[src/rtl/serial_adder.sv]
// serial_adder: multi-cycle adder/subtractor that processes BPC bits per clock
// through a ripple of full-adder slices, finishing in WIDTH/BPC RUN cycles.
module serial_adder #(
  parameter int WIDTH = 8,
  parameter int BPC   = 1
) (
  input  logic             clk,
  input  logic             rst_n,
  input  logic             start,
  input  logic             sub,
  input  logic [WIDTH-1:0] a,
  input  logic [WIDTH-1:0] b,
  output logic             busy,
  output logic             done,
  output logic [WIDTH-1:0] sum,
  output logic             cout,
  output logic             ovf
);

  localparam int N  = WIDTH / BPC;
  localparam int CW = (N > 1) ? $clog2(N) : 1;

  if (WIDTH < 2) begin : g_bad_width
    $error("serial_adder: WIDTH must be at least 2");
  end
  if (BPC < 1 || BPC > WIDTH) begin : g_bad_bpc
    $error("serial_adder: BPC must be between 1 and WIDTH");
  end
  if ((WIDTH % BPC) != 0) begin : g_bad_div
    $error("serial_adder: WIDTH must be divisible by BPC");
  end

  typedef enum logic [1:0] {
    S_IDLE,
    S_RUN,
    S_DONE
  } state_t;

  state_t           r_state;
  logic [WIDTH-1:0] r_a;
  logic [WIDTH-1:0] r_b;
  logic [WIDTH-1:0] r_ps;
  logic [WIDTH-1:0] r_sum;
  logic             r_c;
  logic             r_cout;
  logic             r_ovf;
  logic             r_busy;
  logic             r_done;
  logic [CW-1:0]    r_cnt;

  logic [BPC-1:0]   w_sbits;
  logic [BPC:0]     w_cy;
  logic [WIDTH-1:0] w_ps_next;
  logic             w_last;

  // Ripple of BPC full-adder cells over the low bits of A and B, plus the
  // partial sum with the new result bits entering at the MSB end.
  always_comb begin
    w_sbits = '0;
    w_cy    = '0;
    w_cy[0] = r_c;
    for (int unsigned i = 0; i < BPC; i++) begin
      w_sbits[i]  = r_a[i] ^ r_b[i] ^ w_cy[i];
      w_cy[i + 1] = (r_a[i] & r_b[i]) | (w_cy[i] & (r_a[i] ^ r_b[i]));
    end
    // Shift-based merge keeps this legal when BPC == WIDTH (no zero-width slice).
    w_ps_next = (r_ps >> BPC) | (WIDTH'(w_sbits) << (WIDTH - BPC));
    w_last    = (r_cnt == CW'(N - 1));
  end

  // Control FSM with datapath registers and registered status/result outputs.
  always_ff @(posedge clk) begin
    if (!rst_n) begin
      r_state <= S_IDLE;
      r_a     <= '0;
      r_b     <= '0;
      r_ps    <= '0;
      r_sum   <= '0;
      r_c     <= 1'b0;
      r_cout  <= 1'b0;
      r_ovf   <= 1'b0;
      r_busy  <= 1'b0;
      r_done  <= 1'b0;
      r_cnt   <= '0;
    end else begin
      case (r_state)
        S_RUN: begin
          r_a   <= r_a >> BPC;
          r_b   <= r_b >> BPC;
          r_c   <= w_cy[BPC];
          r_ps  <= w_ps_next;
          r_cnt <= r_cnt + 1'b1;
          if (w_last) begin
            r_sum   <= w_ps_next;
            r_cout  <= w_cy[BPC];
            r_ovf   <= w_cy[BPC] ^ w_cy[BPC-1];
            r_state <= S_DONE;
            r_busy  <= 1'b0;
            r_done  <= 1'b1;
          end
        end
        default: begin
          if (start) begin
            r_a     <= a;
            r_b     <= sub ? ~b : b;
            r_c     <= sub;
            r_ps    <= '0;
            r_cnt   <= '0;
            r_state <= S_RUN;
            r_busy  <= 1'b1;
            r_done  <= 1'b0;
          end else begin
            r_state <= S_IDLE;
            r_busy  <= 1'b0;
            r_done  <= 1'b0;
          end
        end
      endcase
    end
  end

  assign busy = r_busy;
  assign done = r_done;
  assign sum  = r_sum;
  assign cout = r_cout;
  assign ovf  = r_ovf;

endmodule
[config.mk]
export PLATFORM = sky130hd
export DESIGN_NAME = serial_adder
export DESIGN_NICKNAME = d
export VERILOG_FILES = /design/src/rtl/serial_adder.sv
export SDC_FILE = /design/constraint.sdc
export NUM_CORES = 1
export LEC_CHECK = 0
export ABC_AREA = 1
export ABC_CLOCK_PERIOD_IN_PS = 1550
export CORE_UTILIZATION = 51
export DETAILED_ROUTE_END_ITERATION = 7
export PLACE_DENSITY = 0.78
export SYNTH_ARGS = -nofsm -noshare
export SYNTH_HDL_FRONTEND = slang
export SYNTH_SLANG_ARGS = --single-unit
[constraint.sdc]
create_clock -name clk -period 1.55 [get_ports clk]
set_input_delay 0.465 -clock clk [delete_from_list [all_inputs] [get_ports clk]]
set_output_delay 0.465 -clock clk [all_outputs]
set_load 0.01 [all_outputs]
==> impl_metrics.toml <==
[setup_path]
slowest_stage = "dfxtp_1"
r2r-start = "r_cnt[0]"
crit_path_max_incr_delay_ns = 0.38
crit_required_ns = 1.79
crit_path_end_kind = "flop"
crit_type = "reg -> reg"
endpoint = "ovf"
r2r_cells = 7
ff2ff_setup_slack_ns = 0.12
cp_top_family = "simple AND/OR/NAND/NOR gates"
rr_endpoint = "ovf"
cp_num_buf_inv = 2
crit_fanout = 10
crit_start = "r_cnt[0]"
path_cells = "ha_1 -> ha_1 -> inv_1 -> nor2_2 -> inv_2 -> nor2_1 -> nor2_1"
critPathLaunchType = "flop"
cp_num_cells = 7
critical_path_arrival_ns = 1.67

[synth]
synth-seq-cells = 40
ys_types = 25
synthTopCellsByArea = "dfxtp_1, nand2_1, nand3_1"
synth_top_area_share = 0.447
yosysTopAreaCell = "dfxtp_1"
synth_area_um2 = 1790
synth_seq_area_share = 0.447
syn-num-nets = 269
synth-simple-area-share = 0.353
synth_top_family_by_area = "simple AND/OR/NAND/NOR gates"
synth_compound_area_frac = 0.0552
synth_cells = 246
synthXorXnorAreaFrac = 0.0196
synth.avg_cell_area_um2 = 7.28
yosys_warnings = 0
synth.area.mux_share = 0
synth_fa_ha_area_frac = 0.0251

[floorplanning]
row_count = 21
ios = 32
dieWidth_um = 61.3
core_um2 = 3360
die_h_um = 61.3
die-area_um2 = 3750
start_util = 0.533

[global_routing]
grt_pass1_vias = 1339
grt_max_degree = 26
grt_use_total = 0.209
grt-ovfl-total = 0
grt_pass1_wl_mm = 5.81
antenna_found_initial = 0

[sta]
period_needed_ns = 1.43
setup-violations-final = 0
timing.fmax_ghz = 0.698
clock_skew_ns = 0.00735
slew_headroom = 0.824
worst_slack_ns = 0.117
worst_pin_slew_ns = 0.264
rsz0062_at_grt = "no"
final_hold_viol_count = 0
min_period_over_period = 0.924
report.final.slew_viol_count = 0

[pwr]
ir_drop_mv = 0.471
p_leak_nw = 1.14
cellPowerDensity_nw_per_um2 = 836
total_power_mw = 1.89

[placement]
place_congestion = 0.797
port_buffers = 31
dp_cells = 329
preCtsSetupSlack_ns = -0.0914
hpwl_mm = 2.67

[job]
drv_cap = 0

[routing]
ant_nets = 0
vias = 1630
wl_per_cell_um = 10.6
dr.pass1.iters = 4
drt_wl_total_mm = 3.57
initialDrtViolationCount = 69
drc = 0
viasPerCell = 4.84

[clocking]
cts_tree = "yes"
insertion_delay_ns = 0.34
htreeDepth = 2
clock-sinks = 40
clock_path_buffers = 2
numCtsBuffers = 5
root_buffer = "clkbuf_4"
post_cts_buffers = 0
clk_pin_slew_worst_paths_ns = 0.11

[cells_and_area]
final_common_cell = "nand2_1"
diodes = 0
synthToLayoutAreaGrowth_pct = 26.5
final_cell_mix = "nand2_1, dfxtp_1, nand3_1"
final_nets = 313
layout.cells.non_filler = 337
drive_gt1_frac = 0.120

[min_path]
hold_class = "reg -> reg"

[run_status]
status = "finished, final reports clean"
[synth_stat cells (all sizes together)]
library cell   n
inv           27
fa             1
nor2          31
a21oi          5
o21ai          7
nand3         39
nand2         72
buf           11
nor3           1
o22ai          5
ha             2
xor2           1
dfxtp         40
a21boi         1
xnor2          3
[tightest hold or removal path: cells and delay by family (launching register included)]
| kind | cells | cell delay, ns |
|---|---|---|
| DFF | 1 | 0.33 |
| and+or+nand+nor | 2 | 0.10 |
[layer usage]
layer  track usage  share of wire  up-vias
li1              -              -      857
met1         0.283           0.46      722
met2         0.326           0.48       47
met3        0.0504          0.048        4
met4        0.0682          0.011        0
met5             0              0        -
[flip-flops by register name (all words and copies together) (netlist names)]
register	cells
cout	1
done	1
ovf	1
r_a	8
r_b	8
r_c	1
r_cnt	3
r_ps	7
r_state	2
sum	8
[per-stage QoR]
stage	hold WS (ns)	TNS (ns)	util	cell area, um^2
after floorplan	0.426	0	-	1790
after global routing	0.477	0	0.674	2270
after detailed placement	0.434	-1.10	0.661	2220
after global placement	0.432	-0.899	0.661	2220
final	0.450	0	0.674	2270
after CTS	0.452	0	0.674	2270
[how the worst min path moves through the flow]
stage | to | slack [ns] | start | depth (start not counted)
5_1_grt | sum[5] | 0.48 | r_ps[6] | 2
6_report | sum[6] | 0.45 | r_ps[7] | 2
2_1_floorplan | sum[1] | 0.43 | r_ps[2] | 2
4_1_cts | sum[4] | 0.45 | r_ps[5] | 2
3_5_place_dp | sum[4] | 0.43 | r_ps[5] | 2
3_3_place_gp | sum[4] | 0.43 | r_ps[5] | 2
[layout make-up]
| cell class | count | area (um^2) |
|---|---|---|
| Tap cell | 46 | 57.6 |
| Sequential cell | 40 | 801 |
| Clock buffer | 8 | 58.8 |
| Timing Repair Buffer | 48 | 435 |
| Multi-Input combinational cell | 168 | 812 |
| Fill cell | 327 | 1100 |
| Inverter | 27 | 101 |
[report_power, final]
part	switching [mW]	internal, mW	total [mW]	leakage [nW]
Clock	0.311	0.224	0.535	0.0326
Combinational	0.140	0.134	0.274	0.787
Sequential	0.0220	1.06	1.08	0.325
[cells by family after synthesis]
logic type      after synthesis
simple gates                143
flops                        40
buf+inv                      38
compound gates               18
xor+xnor                      4
fa+ha+maj                     3
[timing repair]
| item | CTS | global route |
|---|---|---|
| hold endpoints to repair | 0 | 0 |
| hold buffers | 0 | 0 |
| resized for setup | 12 | 0 |
| endpoints found under the setup margin | 12 | 0 |
No activity file was read; power rests on OpenSTA's default activity.
